[src/rtl/cpu_pkg.sv]
// Shared CPU-side definitions: data widths, opcodes and the code-loader FSM states.
// The CHK state exists only when CODE_LOADER_CHECKSUM_EN is defined.
package cpu_pkg;

  localparam int INSTR_W = 16;
  localparam int DATA_W  = 8;

  localparam logic [3:0] LINP = 4'b1000;
  localparam logic [3:0] WOUT = 4'b1010;
  localparam logic [3:0] JAL  = 4'b0110;

  typedef enum logic [2:0] {
    S_IDLE,
    S_CLEAR,
    S_LEN,
    S_HI,
    S_LO,
`ifdef CODE_LOADER_CHECKSUM_EN
    S_CHK,
`endif
    S_RUN,
    S_ERR
  } state_t;

endpackage

[src/rtl/code_loader_if.sv]
// Byte-source valid/ready channel feeding the code loader.
interface code_loader_if;
  import cpu_pkg::*;

  logic              src_valid;
  logic [DATA_W-1:0] src_data;
  logic              src_ready;

  modport master (output src_valid, output src_data, input src_ready);
  modport slave  (input src_valid, input src_data, output src_ready);

endinterface

[src/rtl/code_loader_byte_pair_assembler.sv]
// Latches the high byte and emits the completed instruction word with a one-cycle strobe.
module byte_pair_assembler
  import cpu_pkg::*;
(
  input  logic               clk,
  input  logic               reset_n,
  input  logic               hi_load,
  input  logic               lo_load,
  input  logic [DATA_W-1:0]  data,
  output logic [INSTR_W-1:0] word,
  output logic               word_strobe
);

  logic [DATA_W-1:0]  hi_reg;
  logic [INSTR_W-1:0] word_reg;
  logic               strobe_reg;

  // The word is only driven during its strobe cycle; otherwise the bus idles at zero.
  always_ff @(posedge clk or negedge reset_n) begin
    if (!reset_n) begin
      hi_reg     <= '0;
      word_reg   <= '0;
      strobe_reg <= 1'b0;
    end else begin
      strobe_reg <= lo_load;
      if (hi_load) begin
        hi_reg <= data;
      end
      word_reg <= lo_load ? {hi_reg, data} : '0;
    end
  end

  assign word        = word_reg;
  assign word_strobe = strobe_reg;

endmodule

[src/rtl/code_loader.sv]
// Loads a length-prefixed byte stream into CPU code memory, then releases the CPU from reset.
// Define CODE_LOADER_CHECKSUM_EN to require a trailing XOR checksum byte before RUN.
module code_loader
  import cpu_pkg::*;
#(
  parameter int MAX_WORDS    = 64,
  parameter int CLEAR_CYCLES = 1
) (
  input  logic                           clk,
  input  logic                           reset_n,
  input  logic                           start,
  code_loader_if.slave                   src,
  output logic                           clear_code,
  output logic                           getcode,
  output logic [INSTR_W-1:0]             instruction_in,
  output logic                           cpu_reset_n,
  output logic                           busy,
  output logic                           done,
  output logic                           error,
  output logic [$clog2(MAX_WORDS+1)-1:0] word_count
);

  localparam int WC_W  = $clog2(MAX_WORDS + 1);
  localparam int CNT_W = (CLEAR_CYCLES > 1) ? $clog2(CLEAR_CYCLES) : 1;

  state_t            state_reg;
  logic [CNT_W-1:0]  clear_cnt_reg;
  logic [DATA_W-1:0] len_reg;
  logic [WC_W-1:0]   word_count_reg;
  logic              clear_code_reg;
  logic              cpu_reset_n_reg;
  logic              busy_reg;
  logic              done_reg;
  logic              error_reg;
`ifdef CODE_LOADER_CHECKSUM_EN
  logic [DATA_W-1:0] xor_reg;
`endif

  logic              ready_state;
  logic              accept;
  logic              len_bad;
  logic              last_word;
  logic [WC_W-1:0]   wc_inc;

  always_comb begin
    ready_state = 1'b0;
    case (state_reg)
      S_LEN, S_HI, S_LO: ready_state = 1'b1;
`ifdef CODE_LOADER_CHECKSUM_EN
      S_CHK:             ready_state = 1'b1;
`endif
      default:           ready_state = 1'b0;
    endcase
  end

  // Ready drops during the write strobe so each word spends at least three cycles.
  assign src.src_ready = ready_state && !getcode;
  assign accept        = src.src_valid && src.src_ready;
  assign wc_inc        = word_count_reg + WC_W'(1);
  assign last_word     = (32'(wc_inc) == 32'(len_reg));
  assign len_bad       = (src.src_data == '0) || (32'(src.src_data) > 32'(MAX_WORDS));

  byte_pair_assembler u_assembler (
    .clk         (clk),
    .reset_n     (reset_n),
    .hi_load     (accept && (state_reg == S_HI)),
    .lo_load     (accept && (state_reg == S_LO)),
    .data        (src.src_data),
    .word        (instruction_in),
    .word_strobe (getcode)
  );

  always_ff @(posedge clk or negedge reset_n) begin
    if (!reset_n) begin
      state_reg       <= S_IDLE;
      clear_cnt_reg   <= '0;
      len_reg         <= '0;
      word_count_reg  <= '0;
      clear_code_reg  <= 1'b0;
      cpu_reset_n_reg <= 1'b0;
      busy_reg        <= 1'b0;
      done_reg        <= 1'b0;
      error_reg       <= 1'b0;
`ifdef CODE_LOADER_CHECKSUM_EN
      xor_reg         <= '0;
`endif
    end else begin
      case (state_reg)
        S_IDLE, S_RUN, S_ERR: begin
          // The CPU is released one cycle after RUN is entered; a start overrides it.
          if (state_reg == S_RUN) begin
            cpu_reset_n_reg <= 1'b1;
          end
          if (start) begin
            state_reg       <= S_CLEAR;
            clear_cnt_reg   <= CNT_W'(CLEAR_CYCLES - 1);
            word_count_reg  <= '0;
            clear_code_reg  <= 1'b1;
            cpu_reset_n_reg <= 1'b0;
            busy_reg        <= 1'b1;
            done_reg        <= 1'b0;
            error_reg       <= 1'b0;
`ifdef CODE_LOADER_CHECKSUM_EN
            xor_reg         <= '0;
`endif
          end
        end
        S_CLEAR: begin
          if (clear_cnt_reg == '0) begin
            clear_code_reg <= 1'b0;
            state_reg      <= S_LEN;
          end else begin
            clear_cnt_reg <= clear_cnt_reg - CNT_W'(1);
          end
        end
        S_LEN: begin
          if (accept) begin
            if (len_bad) begin
              state_reg <= S_ERR;
              busy_reg  <= 1'b0;
              error_reg <= 1'b1;
            end else begin
              len_reg   <= src.src_data;
              state_reg <= S_HI;
            end
          end
        end
        S_HI: begin
          if (accept) begin
            state_reg <= S_LO;
`ifdef CODE_LOADER_CHECKSUM_EN
            xor_reg   <= xor_reg ^ src.src_data;
`endif
          end
        end
        S_LO: begin
          if (accept) begin
            word_count_reg <= wc_inc;
`ifdef CODE_LOADER_CHECKSUM_EN
            xor_reg        <= xor_reg ^ src.src_data;
            state_reg      <= last_word ? S_CHK : S_HI;
`else
            if (last_word) begin
              state_reg <= S_RUN;
              busy_reg  <= 1'b0;
              done_reg  <= 1'b1;
            end else begin
              state_reg <= S_HI;
            end
`endif
          end
        end
`ifdef CODE_LOADER_CHECKSUM_EN
        S_CHK: begin
          if (accept) begin
            busy_reg <= 1'b0;
            if (src.src_data == xor_reg) begin
              state_reg <= S_RUN;
              done_reg  <= 1'b1;
            end else begin
              state_reg <= S_ERR;
              error_reg <= 1'b1;
            end
          end
        end
`endif
        default: state_reg <= S_IDLE;
      endcase
    end
  end

  assign clear_code  = clear_code_reg;
  assign cpu_reset_n = cpu_reset_n_reg;
  assign busy        = busy_reg;
  assign done        = done_reg;
  assign error       = error_reg;
  assign word_count  = word_count_reg;

endmodule

[src/flat_wrapper.sv]
// flat-port wrapper written by rule: the top's interface ports become plain ports
module code_loader_flat import cpu_pkg::*;
#(
  parameter int MAX_WORDS    = 64,
  parameter int CLEAR_CYCLES = 1
)
  (clk, reset_n, start, clear_code, getcode, instruction_in, cpu_reset_n, busy, done, error, word_count, src_src_valid, src_src_data, src_src_ready);
  code_loader_if src_i ();
  input  logic clk;
  input  logic reset_n;
  input  logic start;
  output logic clear_code;
  output logic getcode;
  output logic [INSTR_W-1:0] instruction_in;
  output logic cpu_reset_n;
  output logic busy;
  output logic done;
  output logic error;
  output logic [$clog2(MAX_WORDS+1)-1:0] word_count;
  input wire logic [$bits(src_i.src_valid)-1:0] src_src_valid;
  input wire logic [$bits(src_i.src_data)-1:0] src_src_data;
  output wire logic [$bits(src_i.src_ready)-1:0] src_src_ready;
  assign src_i.src_valid = src_src_valid;
  assign src_i.src_data = src_src_data;
  assign src_src_ready = src_i.src_ready;
  code_loader #(.MAX_WORDS(MAX_WORDS), .CLEAR_CYCLES(CLEAR_CYCLES)) u_core (.clk(clk), .reset_n(reset_n), .start(start), .src(src_i), .clear_code(clear_code), .getcode(getcode), .instruction_in(instruction_in), .cpu_reset_n(cpu_reset_n), .busy(busy), .done(done), .error(error), .word_count(word_count));
endmodule
[config.mk]
export PLATFORM = sky130hd
export DESIGN_NAME = code_loader_flat
export DESIGN_NICKNAME = d
export VERILOG_FILES = /design/src/rtl/cpu_pkg.sv /design/src/rtl/code_loader_if.sv /design/src/rtl/code_loader_byte_pair_assembler.sv /design/src/rtl/code_loader.sv /design/src/flat_wrapper.sv
export SDC_FILE = /design/constraint.sdc
export NUM_CORES = 1
export LEC_CHECK = 0
export CAP_MARGIN = 20
export CORE_ASPECT_RATIO = 0.75
export CORE_UTILIZATION = 55
export DETAILED_ROUTE_END_ITERATION = 8
export GPL_ROUTABILITY_DRIVEN = 1
export HOLD_SLACK_MARGIN = 0.02
export PLACE_DENSITY = 0.84
export REMOVE_ABC_BUFFERS = 1
export SETUP_SLACK_MARGIN = 0.5
export SYNTH_ARGS = -nofsm -noshare
export SYNTH_HDL_FRONTEND = slang
export SYNTH_SLANG_ARGS = --single-unit
[constraint.sdc]
create_clock -name clk -period 3.9 [get_ports clk]
set_input_delay 0.39 -clock clk [delete_from_list [all_inputs] [get_ports clk]]
set_output_delay 0.39 -clock clk [all_outputs]
set_load 0.05 [all_outputs]
Yosys cells after proc, flatten, opt, wreduce, memory -nomap -nowiden. Index checks and enable logic that the tools add are counted.

$add $sub $neg: 2. Order comparisons: 1. Equality and inequality tests: 14. Multiplexer cells: 32. Bitwise gates (word level): 1. Reductions and logical operators: 24.

Operators with widths (count): 2-to-1 mux 3 bit (7); 2-to-1 mux 16 bit (1); 2-to-1 mux 1 bit (15); case mux 3 bit (5 select lines) (1); 2-to-1 mux 7 bit (2); case mux 7 bit (2 select lines) (1); != test 2 x 1 -> 1 bit (second input constant) (5); == test 3 bit (second input constant) (3); AND reduction 3 bit (3); == test 7 x 8 -> 1 bit (1); greater-than comparator 8 x 7 -> 1 bit (second input constant) (1); logical NOT 8 bit (1); case mux 1 bit (2 select lines) (4); AND reduction 4 bit (2); nonzero test 2 bit (4); adder 7 x 1 -> 7 bit (second input constant) (1); == test 3 x 2 -> 1 bit (second input constant) (2); AND reduction 6 bit (1); OR reduction 3 bit (2); AND reduction 5 bit (1); logical AND 1 bit (4); != test 2 bit (second input constant) (2); AND reduction 2 bit (2); == test 3 x 1 -> 1 bit (second input constant) (1); other kinds (7) (7).

Register bits: 49. Input bits: 12. Output and inout bits: 30. Logic and storage cells: 86.

Depth between registers and ports, before layout. Gate-level depths: netlist of run 1.

Word-level depth: 7. Mapped depth: 8. Mapped depth without buffers: 7.

By module. From an unflattened synthesis of run 1, not the netlist that was laid out.

Cells, all modules: 202. Area, all modules: 2293.4 µm².

Modules (own cells, without submodules): code_loader (times used 1, cells an instance 151, area an instance 1431.4 µm², seq. area each 575.6 µm²); byte_pair_assembler (times used 1, cells an instance 51, area an instance 862.1 µm², seq. area each 625.6 µm²).

Worst setup path before layout of run 1. Ideal clock, no wire load.

Path kind: input to register. Start point: input port src_src_data[2]. End point: register u_core.len_reg[0]. Library setup time: 0.125 ns. Data arrival time: 1.997 ns. Data required time: 3.775 ns. Slack: 1.778 ns. Stages: 6. Path buffers: 0. Path through: or4_1 -> nor3_2 -> xnor2_1 -> nand2b_2 -> nor3_4 -> mux2_4.

Longest elaborated chain between the ends: 4. Elaborated cells on any way between the ends: 5. Those cells by class: order compare: 1; bitwise: 1; reduce/logical: 3.

RTL lines: start, declared (RTL line flat_wrapper.sv:21) `input wire logic [$bits(src_i.src_data)-1:0] src_src_data;`; greater-than comparator 8 x 7 -> 1 bit / logical NOT 8 bit (equally long branches) (RTL line code_loader.sv:61) `assign len_bad = (src.src_data == '0) || (32'(src.src_data) > 32'(MAX_WORDS));`; logical OR 1 bit * (RTL line code_loader.sv:61); inverter 1 bit (no line) *; AND reduction 3 bit (no line) *; end signal, assigned (RTL line code_loader.sv:123) `len_reg <= src.src_data;`; end, declared (RTL line code_loader.sv:28) `logic [DATA_W-1:0] len_reg;`.

Mark *: on every way between the ends. The rest lies on a longest branch, timed or not. A chain may end at the register's enable or synchronous reset.

Worst setup path after layout of run 1.
Start point: register u_core.state_reg[1]. End point: output port src_src_ready.

Longest elaborated chain between the ends: 4. Elaborated cells on any way between the ends: 6. Those cells by class: eq/ne: 3; mux: 1; reduce/logical: 2.

RTL lines: start, declared (RTL line code_loader.sv:26) `state_t state_reg;`; start signal, assigned (RTL line code_loader.sv:75) `state_reg <= S_IDLE;`; start signal, assigned (RTL line code_loader.sv:95) `state_reg <= S_CLEAR;`; start signal, assigned (RTL line code_loader.sv:111) `state_reg <= S_LEN;`; == test 3 x 2 -> 1 bit / == test 3 bit (equally long branches) (RTL line code_loader.sv:47) `case (state_reg)`; OR reduction 3 bit * (RTL line code_loader.sv:47); 2-to-1 mux 1 bit * (RTL line code_loader.sv:47); logical AND 1 bit * (RTL line code_loader.sv:57) `assign src.src_ready = ready_state && !getcode;`; end, declared (RTL line flat_wrapper.sv:22) `output wire logic [$bits(src_i.src_ready)-1:0] src_src_ready;`.

Marks and branches as above.

==> results of run 1 <==
through the flow:
step           utilization [%]  setup slack [ps]  std cells
3_3_place_gp              70.1              1160        281
6_report                  73.9              1140        291
5_1_grt                   73.9               976        291
4_1_cts                   73.1              1150        289
3_5_place_dp              70.1              1100        281
2_1_floorplan                -              1780        188
where the power goes:
| part | internal (mW) | switching, mW |
|---|---|---|
| Sequential | 0.629 | 0.135 |
| Combinational | 0.315 | 0.378 |
| Clock | 0.190 | 0.171 |
final cells by class:
| type | instances | area, sq um | area share, % |
|---|---|---|---|
| Sequential cell | 48 | 1200 | 43.6 |
| Multi-Input combinational cell | 136 | 930 | 33.7 |
| Tap cell | 52 | 65.1 | 2.36 |
| Timing Repair Buffer | 43 | 435 | 15.8 |
| Inverter | 4 | 15.0 | 0.544 |
| Clock buffer | 5 | 68.8 | 2.50 |
| Clock inverter | 3 | 42.5 | 1.54 |
Yosys cell counts:
master    number
and2_1        18
nor3_4         1
nand2b_2       1
o31ai_1        3
xor2_1         2
clkbuf_2       1
a211oi_1       2
ha_1           1
clkbuf_1       6
and3_1         2
a22o_1         2
xnor2_1        8
nand3b_1       1
mux2_2         8
nor2b_1        3
a21oi_1        7
buf_1          1
nand4_1        1
nor4_1         1
or3_1          2
a221oi_1       1
nor3b_1        2
mux2_4         7
or4_1          1
a21o_1         2
nand2_1       13
nand2b_1       3
o221ai_1       1
nor2_1        13
nand3_1        4
a31o_2         1
dfrtp_1       48
o21ai_0       19
o311ai_1       2
nor3_2         1
nor3_1         2
buf_2          1
inv_1          4
mux2i_1        1
worst min path at each step:
| stage | start | end | cells past startpoint |
|---|---|---|---|
| 2_1_floorplan | reset_n | u_core.busy | 0 |
| 3_3_place_gp | u_core.u_assembler.hi_reg[1] | u_core.u_assembler.word[9] | 1 |
| 3_5_place_dp | u_core.u_assembler.hi_reg[1] | u_core.u_assembler.word[9] | 1 |
| 4_1_cts | reset_n | u_core.cpu_reset_n | 1 |
| 5_1_grt | u_core.u_assembler.hi_reg[5] | u_core.u_assembler.word[13] | 1 |
| 6_report | reset_n | u_core.u_assembler.word[2] | 2 |
cells by family (layout without fill, tap and decap cells):
kind of cell | Yosys count | count (layout) | share of synthesized area, %
flops | 48 | 48 | 55.0
mux | 16 | 16 | 9.40
simple gates | 69 | 69 | 17.4
buf+inv | 13 | 55 | 2.35
fa+ha+maj | 1 | 1 | 0.573
xor+xnor | 10 | 10 | 4.01
compound gates | 40 | 40 | 11.2
per-layer routing:
layer  part of all wire [%]  global-route usage [%]  up-vias
met5                      0                       0        -
met4                    1.6                    8.89        0
met3                    4.9                    5.39        7
met2                     49                    38.4       46
met1                     44                    31.2      801
li1                       -                       -      760
timing repair:
| item | 4_1_cts | 5_1_grt |
|---|---|---|
| hold buffers | 0 | 1 |
| gates resized for setup | 0 | 0 |
| endpoints found under the hold margin | 0 | 10 |
cell usage in the layout (no fill, tap or decap), types with 2 or more instances in the layout:
master	synthesis	routed
and3_1	2	2
mux2_2	8	8
dfrtp_1	48	48
xor2_1	2	2
nor3b_1	2	2
o21ai_0	19	19
o31ai_1	3	3
xnor2_1	8	8
a211oi_1	2	2
nand2_1	13	13
clkdlybuf4s50_1	0	40
and2_1	18	18
a21oi_1	7	7
o311ai_1	2	2
mux2_4	7	7
nand2b_1	3	3
nor3_1	2	2
or3_1	2	2
nand3_1	4	4
inv_1	4	4
clkbuf_8	0	5
a22o_1	2	2
a21o_1	2	2
nor2_1	13	13
nor2b_1	3	3
worst max-delay path: cells and delay by family, from the launching register on:
| family | cells | cell delay (ps) |
|---|---|---|
| buffers and inverters | 1 | 800 |
| and+or+nand+nor | 4 | 740 |
| DFF | 1 | 530 |
==> impl_metrics.toml, run 1 <==
[setup_path]
crit_fanout = 14
end_kind = "output port"
r2r_end = "u_core.busy"
worstPathArrival_ps = 2370
cp_cell_sequence = "nand2b_1 -> nor2_1 -> nor2_1 -> nor2_1 -> clkdlybuf4s50_1"
reg2reg_from = "u_core.state_reg[1]"
required_ps = 3510
crit_type = "flip-flop to output port"
critPathCapture = "src_src_ready"
r2r_slack_ps = 1590
cpPeakStageDelay_ps = 800
startpoint_type = "flip-flop"
crit_start = "u_core.state_reg[1]"
crit_path_frequent_cell = "nor2_1"
reg2regPathDepth = 6
slowest_stage = "clkdlybuf4s50_1"

[die]
core_area_sq_um = 3730
start_util_pct = 58.5
die-area_sq_um = 4230
num_io_pins = 42
core.rowCount = 19
die_width_um = 74.7
die_y_um = 56.6

[global_route]
grt_pass1_wl_um = 7380
antenna_found_initial = 0
grt_max_degree = 49
grt_use_total_pct = 23.8
grt_pass1_vias = 1569
grt_overflow_total = 0

[clock_tree]
clock_sinks = 48
htreeDepth = 2
cts_buffers = 5
clk_latency_ps = 310
clockBufferDepth = 2
cts_root_buf = "clkbuf_8"
cts_tree = "done"
cts.clk_slew.worst_paths_ps = 90
postCtsSetupBuffers = 0

[timing]
worst_pin_slew_ps = 684
hold_viol = 0
period_share_pct = 70.9
drv_slew = 0
max_freq_mhz = 362
rsz0062_at_grt = "no"
final.setup.tns_ps = 0
fin_crit_ps = 2760
setup_viol = 0
holdWs_ps = 479
relSlewSlack_pct = 53.7
fin_skew_ps = 6.44

[final_layout]
largest_register_ffs = 16
antennaDiodeCount = 0
fillers = 285
drive_gt1_share_pct = 12.1
syn2layout_area_growth_pct = 26.4
fin_nets = 251
finalInstanceArea_sq_um = 2760

[pwr]
powerDensity_nw_per_um2 = 659
finalPower_mw = 1.82
p_leak_nw = 1.20
max-vdd-ir-drop_v = 0.000594

[place]
portBuffers = 41
routabilityCongestion = 0.830
dpl.hpwl_um = 2950
placed_cell_area_sq_um = 2620

[route]
wire_per_inst_um = 14.9
drt_wl_total_um = 4330
drc = 0
drt-initial-drc-count = 106
drt_first_pass_iters = 4
dr_total_vias = 1614
viasPerCell = 5.55
ant_nets = 0

[synthesis]
ys_ff_latch = 48
seq_area_frac_synth_pct = 55.0
syn_avg_cell_area_sq_um = 11.1
synth.distinct_cells = 39
synth_warnings = 0
synthCells = 197
synth_largest_area_cell = "dfrtp_1"
synth_top_cell_area_share_pct = 55.0
netlist_area_sq_um = 2180
synthTopCellsByArea = "dfrtp_1 (55%), and2_1 (5.2%), mux2_4 (4.8%), o21ai_0 (4.4%), mux2_2 (4.1%)"

[hold_path]
hold_class = "primary input to asynchronous set/reset pin"

[flow_run]
drv_cap = 0

[run_status]
status = "finished clean"
No activity file was read; power rests on OpenSTA's default activity.
==> run 2, diff against run 1 <==
--- a/config.mk
+++ b/config.mk
@@ -7,11 +7,11 @@
 export LEC_CHECK = 0
 export CAP_MARGIN = 20
 export CORE_ASPECT_RATIO = 0.75
-export CORE_UTILIZATION = 55
+export CORE_UTILIZATION = 46
 export DETAILED_ROUTE_END_ITERATION = 8
 export GPL_ROUTABILITY_DRIVEN = 1
 export HOLD_SLACK_MARGIN = 0.02
-export PLACE_DENSITY = 0.84
+export PLACE_DENSITY = 0.75
 export REMOVE_ABC_BUFFERS = 1
 export SETUP_SLACK_MARGIN = 0.5
 export SYNTH_ARGS = -nofsm -noshare
==> constraint.sdc (replaced) <==
create_clock -name clk -period 2.5 [get_ports clk]
set_input_delay 0.25 -clock clk [delete_from_list [all_inputs] [get_ports clk]]
set_output_delay 0.25 -clock clk [all_outputs]
set_load 0.05 [all_outputs]
==> run 2 against run 1 <==
Compared with the run above:
- setup slack got worse by 600 ps
- power rose by 56%
- clock skew rose by 4.2 ps
- core utilization fell by 10 points
- highest routed layer unchanged
- first-iteration DRC count fell by 1.9%
- wire length rose by 8.3%
- critical path type is now flip-flop to flip-flop
==> impl_metrics.toml, run 2 (same netlist as run 1, synthesis figures left out) <==
[timing]
final.setup.tns_ps = 0
worst_pin_slew_ps = 519
drv_slew = 0
hold_viol = 0
rsz0062_at_grt = "yes"
period_share_pct = 78.6
relSlewSlack_pct = 65.3
fin_crit_ps = 1970
fin_skew_ps = 10.6
max_freq_mhz = 509
setup_viol = 0

[route]
dr_total_vias = 1611
drc = 0
drt-initial-drc-count = 104
wire_per_inst_um = 15.2
viasPerCell = 5.23
ant_nets = 0
drt_first_pass_iters = 4
drt_wl_total_um = 4680

[final_layout]
largest_register_ffs = 16
antennaDiodeCount = 0
seqCellArea_sq_um = 1210
multi_input_area_sq_um = 980
drive_gt1_share_pct = 21.9
final_common_cell = "dfrtp_1"
fin_nets = 263
final-instance-count-excl-fill = 308
syn2layout_area_growth_pct = 32.4
final_cell_mix = "dfrtp_1 (41), clkdlybuf4s50_1 (35), o21ai_0 (19)"
fillers = 364

[setup_path]
critPathTopFamily = "simple AND/OR/NAND/NOR gates"
crit_start = "u_core.word_count[1]"
reg2reg_from = "u_core.word_count[1]"
crit_type = "flip-flop to flip-flop"
crit_cells = 7
required_ps = 2710
crit_fanout = 4
end_kind = "flip-flop"
slowest_stage = "dfrtp_2"
crit_buf_inv = 0
cpPeakStageDelay_ps = 450
startpoint_type = "flip-flop"
reg2regPathDepth = 7
worstPathArrival_ps = 2180
cp_cell_sequence = "ha_4 -> nand2_1 -> nor2_4 -> xnor2_1 -> nor4_2 -> o311ai_4 -> a31o_2"

[flow_run]
drv_cap = 0

[clock_tree]
clockBufferDepth = 2
clock_sinks = 48
clk_latency_ps = 310
cts_tree = "done"
htreeDepth = 2
cts_buffers = 5
cts.clk_slew.worst_paths_ps = 100
cts_root_buf = "clkbuf_8"

[die]
core.rowCount = 21
die_y_um = 61.6
start_util_pct = 48.3
core_area_sq_um = 4520
num_io_pins = 42
die-area_sq_um = 5030
die_width_um = 81.5

[run_status]
status = "finished clean"

[global_route]
grt_pass1_wl_um = 7290
grtUsageMet2_pct = 32.4
grt_use_total_pct = 20.4
grt_pass1_vias = 1510
met3_usage_pct = 5.19
use_met1_pct = 27.4
grt_max_degree = 21
grt.busiest_layer = "met2"
antenna_found_initial = 0
grt_overflow_total = 0

[place]
portBuffers = 41
dpl.cell_count = 295
routabilityCongestion = 0.779
dpl.hpwl_um = 3120

[pwr]
powerDensity_nw_per_um2 = 983
max-vdd-ir-drop_v = 0.000689
p_leak_nw = 1.25

[hold_path]
hold_class = "primary input to asynchronous set/reset pin"
-- run 2: changes by cell type in the layout (fill, tap and decap cells not counted), moves of 2 or more --
| cell | previous run | this run |
|---|---|---|
| buf_4 | 0 | 13 |
| dfrtp_1 | 48 | 41 |
| dfrtp_2 | 0 | 7 |
| clkdlybuf4s50_1 | 40 | 35 |
| dlygate4sd2_1 | 0 | 4 |
| inv_6 | 0 | 2 |
| nor2_1 | 13 | 11 |
-- run 2: area by class of cell --
class,instances,share of cell area (%)
Clock inverter,3,0.909
Clock buffer,5,2.38
Inverter,4,0.520
Timing Repair Buffer,55,17.9
Sequential cell,48,41.9
Multi-Input combinational cell,136,33.9
Tap cell,57,2.47
-- run 2: stage by stage --
stage                     utilization [%]  setup slack, ps  total power [mW]  cell area (sq um)  hold slack (ps)
final                                63.9              534              2.84               2890              339
after global routing                 63.9              455              3.01               2890              352
after CTS                            62.6              514              2.81               2830              347
after detailed placement             59.7             32.4              2.28               2700              147
after global placement               59.7             76.4              2.26               2700              139
after floorplan                         -              428              1.95               2150            -45.6
-- run 2: path summary, 6_finish.rpt --
kind | slack [ps] | endpoint
min in group clk | 420 | u_core.u_assembler.word[2]
max in group asynchronous | 1600 | u_core.state_reg[0]
max | 530 | u_core.busy
min | 340 | u_core.word_count[3]
max reg2reg | 530 | u_core.busy
min reg2reg | 480 | u_core.u_assembler.word[10]
-- run 2: what timing repair did --
item | in CTS | in global routing
setup endpoints to repair | 11 | 23
pin swaps | 4 | 3
endpoints found under the hold margin | 9 | 0
resized for setup | 9 | 11
hold buffers | 1 | 0
setup buffers | 1 | 3
-- run 2: layer usage --
layer,share of wire [%],vias up
met1,50,776
met2,45,39
met5,0,-
met3,3.9,7
met4,1.2,0
li1,-,789
-- run 2: where the power goes --
group          switching, mW  internal [mW]
combinational          0.633          0.524
clock                  0.289          0.206
sequential             0.203          0.986
==> run 3, diff against run 2 <==
--- a/config.mk
+++ b/config.mk
@@ -7,11 +7,11 @@
 export LEC_CHECK = 0
 export CAP_MARGIN = 20
 export CORE_ASPECT_RATIO = 0.75
-export CORE_UTILIZATION = 46
+export CORE_UTILIZATION = 51
 export DETAILED_ROUTE_END_ITERATION = 8
 export GPL_ROUTABILITY_DRIVEN = 1
 export HOLD_SLACK_MARGIN = 0.02
-export PLACE_DENSITY = 0.75
+export PLACE_DENSITY = 0.79
 export REMOVE_ABC_BUFFERS = 1
 export SETUP_SLACK_MARGIN = 0.5
 export SYNTH_ARGS = -nofsm -noshare
==> constraint.sdc (replaced) <==
create_clock -name clk -period 2 [get_ports clk]
set_input_delay 0.2 -clock clk [delete_from_list [all_inputs] [get_ports clk]]
set_output_delay 0.2 -clock clk [all_outputs]
set_load 0.05 [all_outputs]
==> run 3 against run 2 <==
Compared with the run above:
- die area is 9.5% lower
- cell count is 6.8% higher
- sequential cell count did not move
- setup slack lost 390 ps
- clock skew grew 4.6 ps
- count of clock-buffer cells in the layout rose by 1
==> impl_metrics.toml, run 3 (same netlist as run 1, synthesis figures left out) <==
[die]
die_y_um = 58.7
num_io_pins = 42
die-area_sq_um = 4550
core_area_sq_um = 4080
die_width_um = 77.5
start_util_pct = 53.5
core.rowCount = 20

[setup_path]
worstPathArrival_ps = 2040
crit_type = "primary input to flip-flop"
reg2regPathDepth = 6
end_kind = "flip-flop"
r2r_slack_ps = 180
required_ps = 2190
crit_fanout = 8
startpoint_type = "primary input"
crit_start = "src_src_data[2]"
critPathCapture = "u_core.len_reg[5]"
r2r_end = "u_core.busy"
reg2reg_from = "u_core.word_count[0]"

[flow_run]
drv_cap = 0

[final_layout]
final_cell_mix = "dfrtp_1 (44), buf_4 (29), dlygate4sd2_1 (22)"
fin_nets = 287
final_common_cell = "dfrtp_1"
drive_gt1_share_pct = 40.1
syn2layout_area_growth_pct = 47.4
antennaDiodeCount = 0
largest_register_ffs = 16
final-instance-count-excl-fill = 329

[clock_tree]
htreeDepth = 2
cts_tree = "done"
clk_latency_ps = 310
cts.clk_slew.worst_paths_ps = 80
clock_sinks = 48
cts_root_buf = "clkbuf_8"
cts_buffers = 5
clockBufferDepth = 2

[timing]
period_share_pct = 92.8
fin_ws_ps = 144
worst_pin_slew_ps = 602
rsz0062_at_grt = "yes"
setup_viol = 0
drv_slew = 0
max_freq_mhz = 539
fin_skew_ps = 15.2
relSlewSlack_pct = 59.9
hold_viol = 0
fin_crit_ps = 1860

[global_route]
grt_max_degree = 49
grt_overflow_total = 0
grtUsageMet2_pct = 40.7
grt_use_total_pct = 24.2
met3_usage_pct = 6.67
antenna_found_initial = 0
grt.busiest_layer = "met2"
grt_pass1_vias = 1779
use_met1_pct = 31.8
grt_pass1_wl_um = 8340

[place]
dpl.hpwl_um = 3320
portBuffers = 41
dpl.cell_count = 305
dp_slack_ps = -408
routabilityCongestion = 0.848

[route]
dr_total_vias = 1821
drt_wl_total_um = 5610
drc = 0
viasPerCell = 5.53
ant_nets = 0
wire_per_inst_um = 17.1
drt-initial-drc-count = 110
drt_first_pass_iters = 4

[hold_path]
hold_class = "primary input to flip-flop"

[pwr]
seq_power_share_pct = 35.7
p_sw_share_pct = 40.3
power.internal_mw = 2.44
p_leak_nw = 1.52
p_clk_share_pct = 13.7
net-switching-power_mw = 1.65
powerDensity_nw_per_um2 = 1270
comb_power_share_pct = 50.6
max-vdd-ir-drop_v = 0.000971

[run_status]
status = "finished clean"
run 3: changes by cell type in the layout (fill, tap and decap cells not counted), moves of 5 or more:
cell / previous run / this run
o21ai_2: 0 / 5
buf_4: 13 / 29
o21ai_1: 0 / 5
buf_6: 0 / 9
dlygate4sd2_1: 4 / 22
clkdlybuf4s50_1: 35 / 6
o21ai_0: 19 / 9
run 3: area by class of cell:
class | count | area [sq um]
Multi-Input combinational cell | 136 | 1140
Fill cell | 254 | 862
Clock inverter | 1 | 5.00
Timing Repair Buffer | 79 | 706
Clock buffer | 6 | 72.6
Inverter | 4 | 15.0
Sequential cell | 48 | 1210
Tap cell | 55 | 68.8
run 3: critical path, cell delays in order:
cell and delay [ps]:
buf_6 90, or4_4 550, nor3_4 130, xnor2_1 180, nand2b_2 140, nor3_4 270, buf_12 180, mux2_4 300
run 3: layer usage:
metal / wire length (um) / part of all wire (%)
met5: 0 / 0
met4: 80 / 1.4
met3: 352 / 6.3
met2: 2800 / 50
met1: 2380 / 42
run 3: stage by stage:
step                      area (sq um)  hold WS [ps]  setup TNS [ps]  util, %  total power, mW
after global routing              3220           200               0     78.9             4.25
after CTS                         3060           203               0     74.9             3.79
after detailed placement          2800           333           -3520     68.7             2.99
final                             3220           214               0     78.9             4.09
after global placement            2800           323           -2980     68.7             2.93
after floorplan                   2150         -95.6           -94.8        -             2.44
run 3: what timing repair did:
item                                    in CTS  in global routing
gates resized for setup                     90                 39
buffers inserted                            10                  6
pin swaps                                   11                 21
hold buffers                                 1                  0
endpoints found under the hold margin       48                  0
endpoints found under the setup margin      76                 50
run 3: worst min path at each step:
stage	end	slack, ps	startpoint	cells after the start
after CTS	u_core.u_assembler.word[5]	200	src_src_data[5]	3
after detailed placement	u_core.u_assembler.word[3]	330	reset_n	2
after global routing	u_core.u_assembler.word[5]	200	src_src_data[5]	3
after global placement	u_core.u_assembler.word[3]	320	reset_n	2
after floorplan	u_core.busy	-100	reset_n	0
final	u_core.u_assembler.word[5]	210	src_src_data[5]	3
run 3: power by group through the flow:
| stage | combinational (mW) | sequential [mW] | clock [mW] |
|---|---|---|---|
| floorplan | 0.748 | 1.69 | 0 |
| global placement | 1.48 | 1.45 | 0 |
| detailed placement | 1.53 | 1.46 | 0 |
| CTS | 1.79 | 1.43 | 0.570 |
| global route | 2.16 | 1.48 | 0.601 |
| finish | 2.07 | 1.46 | 0.559 |
==> RTL change (flow settings as in run 2) <==
Add a define of `CODE_LOADER_CHECKSUM_EN`.
--- a/src/rtl/cpu_pkg.sv
+++ b/src/rtl/cpu_pkg.sv
@@ -1,5 +1,7 @@
 // Shared CPU-side definitions: data widths, opcodes and the code-loader FSM states.
 // The CHK state exists only when CODE_LOADER_CHECKSUM_EN is defined.
+`define CODE_LOADER_CHECKSUM_EN
+
 package cpu_pkg;
 
   localparam int INSTR_W = 16;
Function: changed (a bounded check fails within 10 cycles, from zero or initial values and one cycle with reset_n low).
==> RTL change against run 2 <==
Via count is 35% higher; count of clock-buffer cells in the layout stayed put; sequential share of layout area is 1.1 points lower; sequential cell count is 8 higher; non-clock buffer count is 5 higher; largest cell class unchanged; routed wire length is 27% higher; highest routed layer unchanged; setup slack better by 0.030 ns; total power is 27% higher; area after synthesis is 25% higher; cell area is 19% higher; utilization is 1.7 points lower.
==> RTL change: results <==
metrics = {
    "detailed_routing": {
        "vias_per_cell": 5.58,
        "routed_wl_microns": 5940,
        "drtIter0Drc": 150,
        "dr_wl_met3_microns": 454,
    },
    "worst_setup_path": {
        "worstReg2RegStart": "u_core.word_count[0]$_DFFE_PN0P_",
        "r2r_setup_slack_ns": 0.56,
        "cp_max_fo": 5,
        "worstPathArrival_ns": 2.14,
        "critical_path.endpoint": "u_core.state_reg[1]$_DFFE_PN0P_",
    },
    "pwr": {
        "pwr-share-comb": 0.485,
        "vdd_drop_max_mv": 0.498,
        "powerSeq_mw": 1.34,
    },
    "run_status": {
        "status": "complete, no violations",
    },
    "layout": {
        "fin_cells": 390,
        "fin_nets": 327,
    },
    "grt": {
        "grt_use_met3": 0.0450,
        "track_usage": 0.203,
        "globalRouteMet2Util": 0.317,
        "grt_pass1_wl_microns": 9690,
        "met1_usage": 0.290,
    },
    "logic_synthesis": {
        "ys_seq_area_frac": 0.513,
        "yosysUniqueCellTypes": 50,
        "synth-compound-area-share": 0.149,
        "syn_area_per_cell_sq_um": 10.5,
    },
    "placed_design": {
        "dp_hpwl_microns": 4310,
        "dp.cells": 379,
        "detailed_place.area_sq_mm": 0.00330,
    },
}
-- RTL change: what timing repair did --
action | CTS | global route
setup buffers | 2 | 1
pin swaps | 4 | 2
endpoints found under the setup margin | 12 | 20
resized for setup | 13 | 2
-- RTL change: layout make-up --
class / count / area, sq um
clock buffer: 5 / 68.8
clock inverter: 3 / 27.5
fill: 477 / 2080
inverter: 7 / 26.3
multi-input combinational: 184 / 1280
sequential: 56 / 1400
tap: 75 / 93.8
timing repair buffer: 60 / 544
-- RTL change: worst max-delay path, stage by stage, from the launching register on --
cell     delay (ns)
dfrtp_2        0.42
ha_2           0.21
and3_4         0.16
and3_2         0.24
a32o_1         0.29
a211o_1        0.27
o31a_1         0.24
-- RTL change: logic make-up after synthesis --
family,after synthesis
AOI/OAI and AO/OA,59
xor gates and xnor gates,12
adders and majority gates,1
buffers and inverters,19
DFF,56
muxes,18
and+or+nand+nor,94
-- RTL change: worst min path at each step --
stage | startpoint | cells past startpoint | slack [ns] | to
2_1_floorplan | reset_n | 0 | -0.05 | u_core.busy$_DFFE_PN0P_
3_3_place_gp | reset_n | 1 | 0.40 | u_core.clear_code$_DFFE_PN0P_
3_5_place_dp | reset_n | 1 | 0.41 | u_core.clear_code$_DFFE_PN0P_
4_1_cts | reset_n | 1 | 0.07 | u_core.u_assembler.word_strobe$_DFF_PN0_
5_1_grt | reset_n | 1 | 0.09 | u_core.clear_code$_DFFE_PN0P_
6_report | reset_n | 1 | 0.04 | u_core.clear_code$_DFFE_PN0P_
-- RTL change: metrics by stage --
step | worst slack, ns | total power, mW | setup TNS, ns
after floorplan | -0.00961 | 2.52 | -0.0467
after global placement | -0.0188 | 3.03 | -0.128
after detailed placement | -0.0807 | 3.08 | -0.520
after CTS | 0.515 | 3.61 | 0
after global routing | 0.501 | 3.86 | 0
final | 0.564 | 3.62 | 0
